<file path="src/rtl/cam_pkg.sv">
// Shared constants and state type for the camera capture path.
package cam_pkg;

    localparam int H_ACTIVE_DEF = 640;
    localparam int V_ACTIVE_DEF = 480;

    localparam int PIX_FMT_RGB444 = 0;
    localparam int PIX_FMT_GRAY4  = 1;

    typedef enum logic [1:0] {
        WAIT_CFG = 2'd0,
        WAIT_SOF = 2'd1,
        CAPTURE  = 2'd2
    } cap_state_t;

endpackage

</file>
<file path="src/rtl/rgb565_convert.sv">
// Combinational RGB565 to 12-bit pixel conversion (RGB444, or 4-bit gray replicated).
module rgb565_convert (
    input  logic [15:0] pix,
    input  logic        gray,
    output logic [11:0] rgb
);

    function automatic logic [11:0] to_rgb444(input logic [15:0] p);
        return {p[15:12], p[10:7], p[4:1]};
    endfunction

    // Weights 2:5:1 over 8; the 9-bit sum tops out at 504, so Y6[5:2] is sum[8:5].
    function automatic logic [3:0] to_gray4(input logic [15:0] p);
        logic [5:0] r6;
        logic [5:0] g6;
        logic [5:0] b6;
        logic [8:0] sum;
        r6  = {p[15:11], p[15]};
        g6  = p[10:5];
        b6  = {p[4:0], p[4]};
        sum = {2'b00, r6, 1'b0} + {1'b0, g6, 2'b00} + {3'b000, g6} + {3'b000, b6};
        return sum[8:5];
    endfunction

    logic [3:0] y4;

    always_comb begin
        y4  = to_gray4(pix);
        rgb = gray ? {y4, y4, y4} : to_rgb444(pix);
    end

endmodule

</file>
<file path="src/rtl/cam_pixel_writer.sv">
// Frame-aligned OV7670 byte-pair assembler producing linear frame-buffer writes.
module cam_pixel_writer
    import cam_pkg::*;
#(
    parameter int H_ACTIVE = H_ACTIVE_DEF,
    parameter int V_ACTIVE = V_ACTIVE_DEF,
    parameter int ADDR_W   = 19,
    parameter int PIX_FMT  = PIX_FMT_RGB444
) (
    input  logic              pclk,
    input  logic              reset,
    input  logic              config_done,
    input  logic              cam_vsync,
    input  logic              cam_href,
    input  logic [7:0]        cam_data,
    output logic [ADDR_W-1:0] bram_addr,
    output logic [11:0]       bram_din,
    output logic              bram_we,
    output logic              frame_active,
    output logic              frame_done,
    output logic              line_err,
    output logic              phase_err
);

    localparam int X_W = $clog2(H_ACTIVE + 1) + 1;
    localparam int Y_W = $clog2(V_ACTIVE + 1) + 1;
    localparam logic [X_W-1:0]    X_LIM     = X_W'(H_ACTIVE);
    localparam logic [Y_W-1:0]    Y_LIM     = Y_W'(V_ACTIVE);
    localparam logic [ADDR_W-1:0] LINE_STEP = ADDR_W'(H_ACTIVE);

    cap_state_t state, state_nxt;

    logic              vsync_d;
    logic              href_d;
    logic              phase, phase_nxt;
    logic [7:0]        hi_p0, hi_nxt;
    logic [X_W-1:0]    x, x_nxt;
    logic [Y_W-1:0]    y, y_nxt;
    logic [ADDR_W-1:0] line_base, line_base_nxt;

    logic [ADDR_W-1:0] addr_nxt;
    logic [11:0]       din_nxt;
    logic              we_nxt;
    logic              active_nxt;
    logic              done_nxt;
    logic              line_err_nxt;
    logic              phase_err_nxt;

    logic [11:0]       pix_cvt;
    logic              vsync_rise;
    logic              vsync_fall;
    logic              href_fall;

    assign vsync_rise = cam_vsync & ~vsync_d;
    assign vsync_fall = ~cam_vsync & vsync_d;
    assign href_fall  = ~cam_href & href_d;

    rgb565_convert u_convert (
        .pix  ({hi_p0, cam_data}),
        .gray (PIX_FMT == PIX_FMT_GRAY4),
        .rgb  (pix_cvt)
    );

    always_comb begin
        state_nxt     = state;
        phase_nxt     = phase;
        hi_nxt        = hi_p0;
        x_nxt         = x;
        y_nxt         = y;
        line_base_nxt = line_base;
        addr_nxt      = bram_addr;
        din_nxt       = bram_din;
        we_nxt        = 1'b0;
        active_nxt    = frame_active;
        done_nxt      = 1'b0;
        line_err_nxt  = line_err;
        phase_err_nxt = phase_err;

        if (!config_done) begin
            state_nxt  = WAIT_CFG;
            active_nxt = 1'b0;
            phase_nxt  = 1'b0;
        end else begin
            case (state)
                WAIT_CFG: state_nxt = WAIT_SOF;

                // Only a vsync fall seen here starts a frame, so a partial frame is skipped.
                WAIT_SOF: begin
                    if (vsync_fall) begin
                        state_nxt     = CAPTURE;
                        x_nxt         = '0;
                        y_nxt         = '0;
                        line_base_nxt = '0;
                        line_err_nxt  = 1'b0;
                        phase_err_nxt = 1'b0;
                        phase_nxt     = 1'b0;
                        active_nxt    = 1'b1;
                    end
                end

                CAPTURE: begin
                    if (vsync_rise) begin
                        // Frame end wins over any byte on this cycle; a half pixel is dropped.
                        state_nxt  = WAIT_SOF;
                        active_nxt = 1'b0;
                        phase_nxt  = 1'b0;
                        done_nxt   = (y == Y_LIM) && !line_err && !phase_err;
                    end else if (cam_href) begin
                        if (!phase) begin
                            hi_nxt    = cam_data;
                            phase_nxt = 1'b1;
                        end else begin
                            phase_nxt = 1'b0;
                            x_nxt     = (x == '1) ? x : x + X_W'(1);
                            if (x < X_LIM && y < Y_LIM) begin
                                we_nxt   = 1'b1;
                                addr_nxt = line_base + ADDR_W'(x);
                                din_nxt  = pix_cvt;
                            end
                        end
                    end else if (href_fall) begin
                        if (phase) phase_err_nxt = 1'b1;
                        if (x != X_LIM) line_err_nxt = 1'b1;
                        x_nxt     = '0;
                        phase_nxt = 1'b0;
                        y_nxt     = (y == '1) ? y : y + Y_W'(1);
                        // Base stops at the last line so addresses stay inside the frame.
                        if (y_nxt < Y_LIM) line_base_nxt = line_base + LINE_STEP;
                    end
                end

                default: state_nxt = WAIT_CFG;
            endcase
        end
    end

    always_ff @(posedge pclk) begin
        if (reset) begin
            state        <= WAIT_CFG;
            vsync_d      <= 1'b0;
            href_d       <= 1'b0;
            phase        <= 1'b0;
            x            <= '0;
            y            <= '0;
            line_base    <= '0;
            bram_addr    <= '0;
            bram_din     <= '0;
            bram_we      <= 1'b0;
            frame_active <= 1'b0;
            frame_done   <= 1'b0;
            line_err     <= 1'b0;
            phase_err    <= 1'b0;
        end else begin
            state        <= state_nxt;
            vsync_d      <= cam_vsync;
            href_d       <= cam_href;
            phase        <= phase_nxt;
            x            <= x_nxt;
            y            <= y_nxt;
            line_base    <= line_base_nxt;
            bram_addr    <= addr_nxt;
            bram_din     <= din_nxt;
            bram_we      <= we_nxt;
            frame_active <= active_nxt;
            frame_done   <= done_nxt;
            line_err     <= line_err_nxt;
            phase_err    <= phase_err_nxt;
        end
    end

    // High-byte latch is pure data and is qualified by phase, so it needs no reset.
    always_ff @(posedge pclk) begin
        hi_p0 <= hi_nxt;
    end

endmodule

</file>
<file path="config.mk">
export PLATFORM = sky130hd
export DESIGN_NAME = cam_pixel_writer
export DESIGN_NICKNAME = d
export VERILOG_FILES = /design/src/rtl/cam_pkg.sv /design/src/rtl/rgb565_convert.sv /design/src/rtl/cam_pixel_writer.sv
export SDC_FILE = /design/constraint.sdc
export NUM_CORES = 1
export LEC_CHECK = 0
export BUFFER_PORTS_ARGS = -buffer_cell sky130_fd_sc_hd__buf_2
export CAP_MARGIN = 20
export CORE_MARGIN = 2
export CORE_UTILIZATION = 28
export DETAILED_ROUTE_END_ITERATION = 6
export HOLD_SLACK_MARGIN = 0.08
export SKIP_LAST_GASP = 1
export SLEW_MARGIN = 10
export SYNTH_ARGS = -nofsm -noshare
export SYNTH_HDL_FRONTEND = slang
export SYNTH_SLANG_ARGS = --single-unit
</file>
<file path="constraint.sdc">
create_clock -name pclk -period 3.7 [get_ports pclk]
set_input_delay 0.37 -clock pclk [delete_from_list [all_inputs] [get_ports pclk]]
set_output_delay 0.37 -clock pclk [all_outputs]
set_load 0.05 [all_outputs]
</file>
Word level (Yosys, flattened, before mapping)
Index checks and enable logic that the tools add are counted.
Widths: inputs -> output; s select.
{"block": "totals", "regBits": 89, "in_bits": 13, "output_inout_bits": 36, "word_cells": 112}
{"block": "op_classes", "addsub": 4, "magnitude_cmp": 3, "eq_ne": 18, "mux": 42, "n_bitwise": 10, "reduce_logical": 20}
{"operator": "$mux 19", "n": 5}
{"operator": "$mux 11", "n": 6}
{"operator": "$mux 10", "n": 5}
{"operator": "$pmux 19 s2", "n": 1}
{"operator": "$reduce_and 7->1", "n": 4}
{"operator": "$pmux 11 s2", "n": 1}
{"operator": "$lt 10x9->1 const B", "n": 2}
{"operator": "$pmux 10 s2", "n": 1}
{"operator": "$add 19x10->19 const B", "n": 1}
{"operator": "$add 19x11->19", "n": 1}
{"operator": "$mux 1", "n": 16}
{"operator": "$ne 2x2->1 const B", "n": 8}
{"operator": "$reduce_and 6->1", "n": 2}
{"operator": "$add 11x1->11 const B", "n": 1}
{"operator": "$eq 11x11->1 const B", "n": 1}
{"operator": "$lt 11x10->1 const B", "n": 1}
{"operator": "$ne 11x10->1 const B", "n": 1}
{"operator": "$add 10x1->10 const B", "n": 1}
{"operator": "$eq 10x10->1 const B", "n": 1}
{"operator": "$eq 10x9->1 const B", "n": 1}
{"operator": "$ne 3x3->1 const B", "n": 3}
{"operator": "$pmux 1 s2", "n": 4}
{"operator": "$not 1->1", "n": 7}
{"operator": "$pmux 2 s3", "n": 1}
{"operator": "15 further kinds", "n": 22}

Longest topological paths before layout
{"block": "depth", "word_depth": 8, "depth_mapped": 10, "depth_no_buf": 8}

Hierarchy
Synthesis repeated with hierarchy kept, for this count alone.
{"block": "hier_totals", "cells_unflattened": 576, "hier_area_um2": 4724.5}
{"mod": "cam_pixel_writer", "n_inst": 1, "cells_per_inst": 483, "area_each_um2": 4027.6, "seq_area_each_um2": 1721.7}
{"mod": "rgb565_convert", "n_inst": 1, "cells_per_inst": 93, "area_each_um2": 696.9, "seq_area_each_um2": 0.0}

Worst setup path before layout
OpenSTA, ideal clock, no wires.
{"block": "synth_path", "kind": "register to register", "startpoint": "register y[0]", "endpoint": "register line_base[9]", "setup_ns": 0.069, "arrival_ns": 2.155, "required_time_ns": 3.631, "setup_slack_ns": 1.476, "path_stages_with_launch": 10, "path_buffers": 1, "period_less_slack_ns": 2.224, "cell_sequence": "dfxtp_1 ha_1 and2_1 buf_6 and3_4 o311ai_2 a32oi_2 or3_1 or4_1 o21ai_1"}
{"block": "synth_via", "elab_chain_cells": 5, "elab_cells_between_ends": 6, "cone_classes": "add/sub (1); order compare (1); eq/ne (2); mux (1); reduce/logical (1)"}
{"element": "start: declaration", "line": "cam_pixel_writer.sv:38", "source": "logic [Y_W-1:0] y, y_nxt;"}
{"element": "start signal: assignment", "line": "cam_pixel_writer.sv:159", "source": "y <= y_nxt;"}
{"element": "$add 10x1->10 / $eq 10x10->1 (equally long branches)", "line": "cam_pixel_writer.sv:126", "source": "y_nxt = (y == '1) ? y : y + Y_W'(1);"}
{"element": "$mux 10 (*)", "line": "cam_pixel_writer.sv:126"}
{"element": "$lt 10x9->1 (*)", "line": "cam_pixel_writer.sv:128", "source": "if (y_nxt < Y_LIM) line_base_nxt = line_base + LINE_STEP;"}
{"element": "$ne 2x2->1 (no source line) (*)"}
{"element": "$reduce_and 7->1 (no source line) (*)"}
{"element": "end signal: assignment", "line": "cam_pixel_writer.sv:160", "source": "line_base <= line_base_nxt;"}
{"element": "end: declaration", "line": "cam_pixel_writer.sv:39", "source": "logic [ADDR_W-1:0] line_base, line_base_nxt;"}
Every way passes the cells marked *; elsewhere a longest branch is shown, timed or not.
A chain may end at the register's enable or synchronous reset.

Final worst setup path
{"block": "layout_path", "startpoint": "register state[1]", "endpoint": "register line_base[9]"}
{"block": "layout_via", "elab_chain_cells": 3, "elab_cells_between_ends": 10, "cone_classes": "eq/ne (7); mux (1); reduce/logical (2)"}
{"element": "start: declaration", "line": "cam_pixel_writer.sv:31", "source": "cap_state_t state, state_nxt;"}
{"element": "start signal: assignment", "line": "cam_pixel_writer.sv:154", "source": "state <= state_nxt;"}
{"element": "$eq 2x2->1 / $eq 2x1->1 (equally long branches)", "line": "cam_pixel_writer.sv:84", "source": "case (state)"}
{"element": "$ne 2x2->1 (no source line) / $reduce_bool 2->1 (equally long branches)"}
{"element": "$reduce_and 7->1 (no source line)"}
Parallel ways exist; a longest one is shown, timed or not.

==> results.ini <==
[outcome]
status=finished clean

[worst_setup_path]
max_stage_delay_ps=430
reg2regPathDepth=8
startpoint=state[1]$_SDFFE_PP0P_
start_kind=register
crit_buf_inv=1
crit_family=simple AND/OR/NAND/NOR gates
crit_chain=inv_1 > ha_1 > a21boi_2 > and4_1 > nand2_1 > or3_1 > or4_1 > o21ai_1
critPathKind=register to register
cp.required_ps=3980
crit_end=line_base[9]$_SDFFE_PP0P_
r2r_end=line_base[9]$_SDFFE_PP0P_
crit_path_end_kind=register
path_depth=8
reg2reg_from=state[1]$_SDFFE_PP0P_
rrSetupSlack_ps=1200
cp_slowest_cell=and4_1
arrival_ps=2790
worstPathMaxFanout=8

[detailed_routing]
wl_per_cell_um=13.3
route.vias.total=3412
routed_wl_um=9280
drc_errors=0
drt-pass1-iter-count=4
dr.first_iter.drc_count=139
drtAntennaViolNets=0
via_per_inst=4.90

[die]
initial_core_util_pct=28.5
num_rows=43
die_h_um=123
io_pins=49
design.die.area_um2=15000
fp.dieW_um=123
design.core.area_um2=13800

[synth]
ys_warn_count=0
synth_edf_count=7
seq_area_frac_synth_pct=42.9
synth-main-ff-cell=dfxtp_1
synth_area_leaders=dfxtp_1 38%, a21oi_1 6.6%, nand2_1 6.2%
synth_fp_nets=498
syn_area_per_cell_um2=8.35
synth_top_area_cell=dfxtp_1
synth_most_common_cell=dfxtp_1
netlist_top_cells_count=74 x dfxtp_1, 65 x nand2_1, 52 x a21oi_1, 47 x nor2_1, 23 x nand3_1
synth_cells=472
ys_types=52
synth_seq_cells=81
async_flop_share_pct=0
synth_top_area_share_pct=37.6
syn_area_um2=3940

[sta]
relSlewSlack_pct=47.2
finalMaxSlewViolations=0
worst_slew_pin_slew_ps=789
finClkSkew_ps=6.59
finalSetupViolCount=0
fin_crit_sh_pct=67.6
final_hold_viol_count=0
max_freq_mhz=400
finalCriticalPeriod_ps=2500
tns_ps=0
rsz0062_at_grt=no

[placement]
dp_hpwl_um=6580
placed_cells=680
portBuffers=48
placed_area_um2=4340
gp_congestion=0.842

[clock_network]
root_buffer=clkbuf_16
htreeDepth=3
tritoncts=yes
post_cts_buffers=0
clkSinkCount=81
cts_resized=0
insertion_delay_ps=350
path_clk_slew_ps=70
clk_path_buf_depth=2
cts_buffers=9
ctsHoldBuffers=0

[global_route]
grt_pass1_vias=3262
grt_overflow=0
track_usage_pct=13.1
grt_pass1_wl_um=15500
antenna_found_initial=0
grt_max_degree=42

[flow_run]
drv_cap=0

[power]
finalPower_w=0.00189
p_clk_share_pct=49.3
vdd_drop_max_v=0.000214
p_comb_share_pct=3.6
switching_share_pct=23.5
p_per_area_nw_per_um2=407
power_leakage_nw=1.66
p_switching_w=0.000446
seqPwrFrac_pct=47.0
p_int_w=0.00145

[final_layout]
area_growth_pct=18.0
num_antenna_cells=0
drive_gt1_share_pct=15.1
fill_cells=1464
fin_util_pct=33.6
design_area_um2=4650
finalNonFillerCells=696
nNetsFinal=537

[worst_hold_path]
hold_class=input pin to register
min-delay-start=cam_data[0]

[layer usage]
metal / track usage (%) / up-vias / part of all wire, %
met5: 0 / - / 0
met4: 5.82 / 0 / 2.0
met3: 3.07 / 12 / 3.0
met2: 22.6 / 47 / 50
met1: 15.5 / 1607 / 45
li1: - / 1746 / -
[how the worst min path moves through the flow]
stage / end / slack, ps / depth (start not counted)
after floorplan: x[10]$_SDFFE_PP0P_ / 460 / 2
after global placement: bram_din[2]$_SDFFE_PP0P_ / 440 / 2
after detailed placement: bram_din[1]$_SDFFE_PP0P_ / 440 / 2
after CTS: hi_p0[0]$_DFFE_PP_ / 180 / 1
after global routing: hi_p0[0]$_DFFE_PP_ / 180 / 1
final: hi_p0[0]$_DFFE_PP_ / 190 / 1
[flip-flops by register name (all words and copies together) (netlist names), 2 cells and up]
signal	flops
x	11
y	10
bram_din	12
line_base	12
bram_addr	19
state	2
hi_p0	7
[through the flow]
step / hold WS (ps) / worst slack (ps)
2_1_floorplan: 461 / 1480
3_3_place_gp: 436 / 1360
3_5_place_dp: 443 / 1270
4_1_cts: 181 / 1230
5_1_grt: 181 / 1020
6_report: 189 / 1200
[cell type report]
class,count,area [um2],area share [%]
clock buffer,9,225,4.84
clock inverter,7,87.6,1.88
inverter,14,52.6,1.13
multi-input combinational,353,2100,45.1
sequential,81,1690,36.4
tap,180,225,4.84
timing repair buffer,52,270,5.81
[power by group through the flow]
stage                     combinational, W  sequential, W  clock (W)
final                            0.0000690       0.000890   0.000934
after detailed placement         0.0000692       0.000910          0
after floorplan                  0.0000422       0.000914          0
after CTS                        0.0000694       0.000889   0.000962
after global placement           0.0000680       0.000909          0
after global routing             0.0000765       0.000889    0.00100
[cell families (layout without fill, tap and decap cells)]
| group | after synthesis | count (layout) | share of synthesized area (%) |
|---|---|---|---|
| xor+xnor | 25 | 25 | 5.56 |
| simple gates | 207 | 207 | 25.4 |
| mux | 10 | 10 | 2.57 |
| fa+ha+maj | 13 | 13 | 4.13 |
| other cells | 1 | 1 | 0.0951 |
| buf+inv | 38 | 82 | 4.10 |
| flops | 81 | 81 | 42.9 |
| compound gates | 97 | 97 | 15.2 |
[layout by cell type (no fill, tap or decap), types with 4 or more instances in the layout]
cell type	n
xnor2_1	14
a21oi_1	52
o21ai_1	5
edfxtp_1	7
o21ai_0	6
nor2b_1	8
and3_1	6
nor2_1	47
buf_2	48
ha_1	13
inv_1	13
nor3_1	14
xor2_1	11
a211oi_1	12
mux2i_1	9
buf_4	4
nand4_1	10
nand2_1	65
nand2b_1	6
dfxtp_1	74
clkbuf_16	9
nand3_1	23
nor4_1	8
No activity file was read; power rests on OpenSTA's default activity.
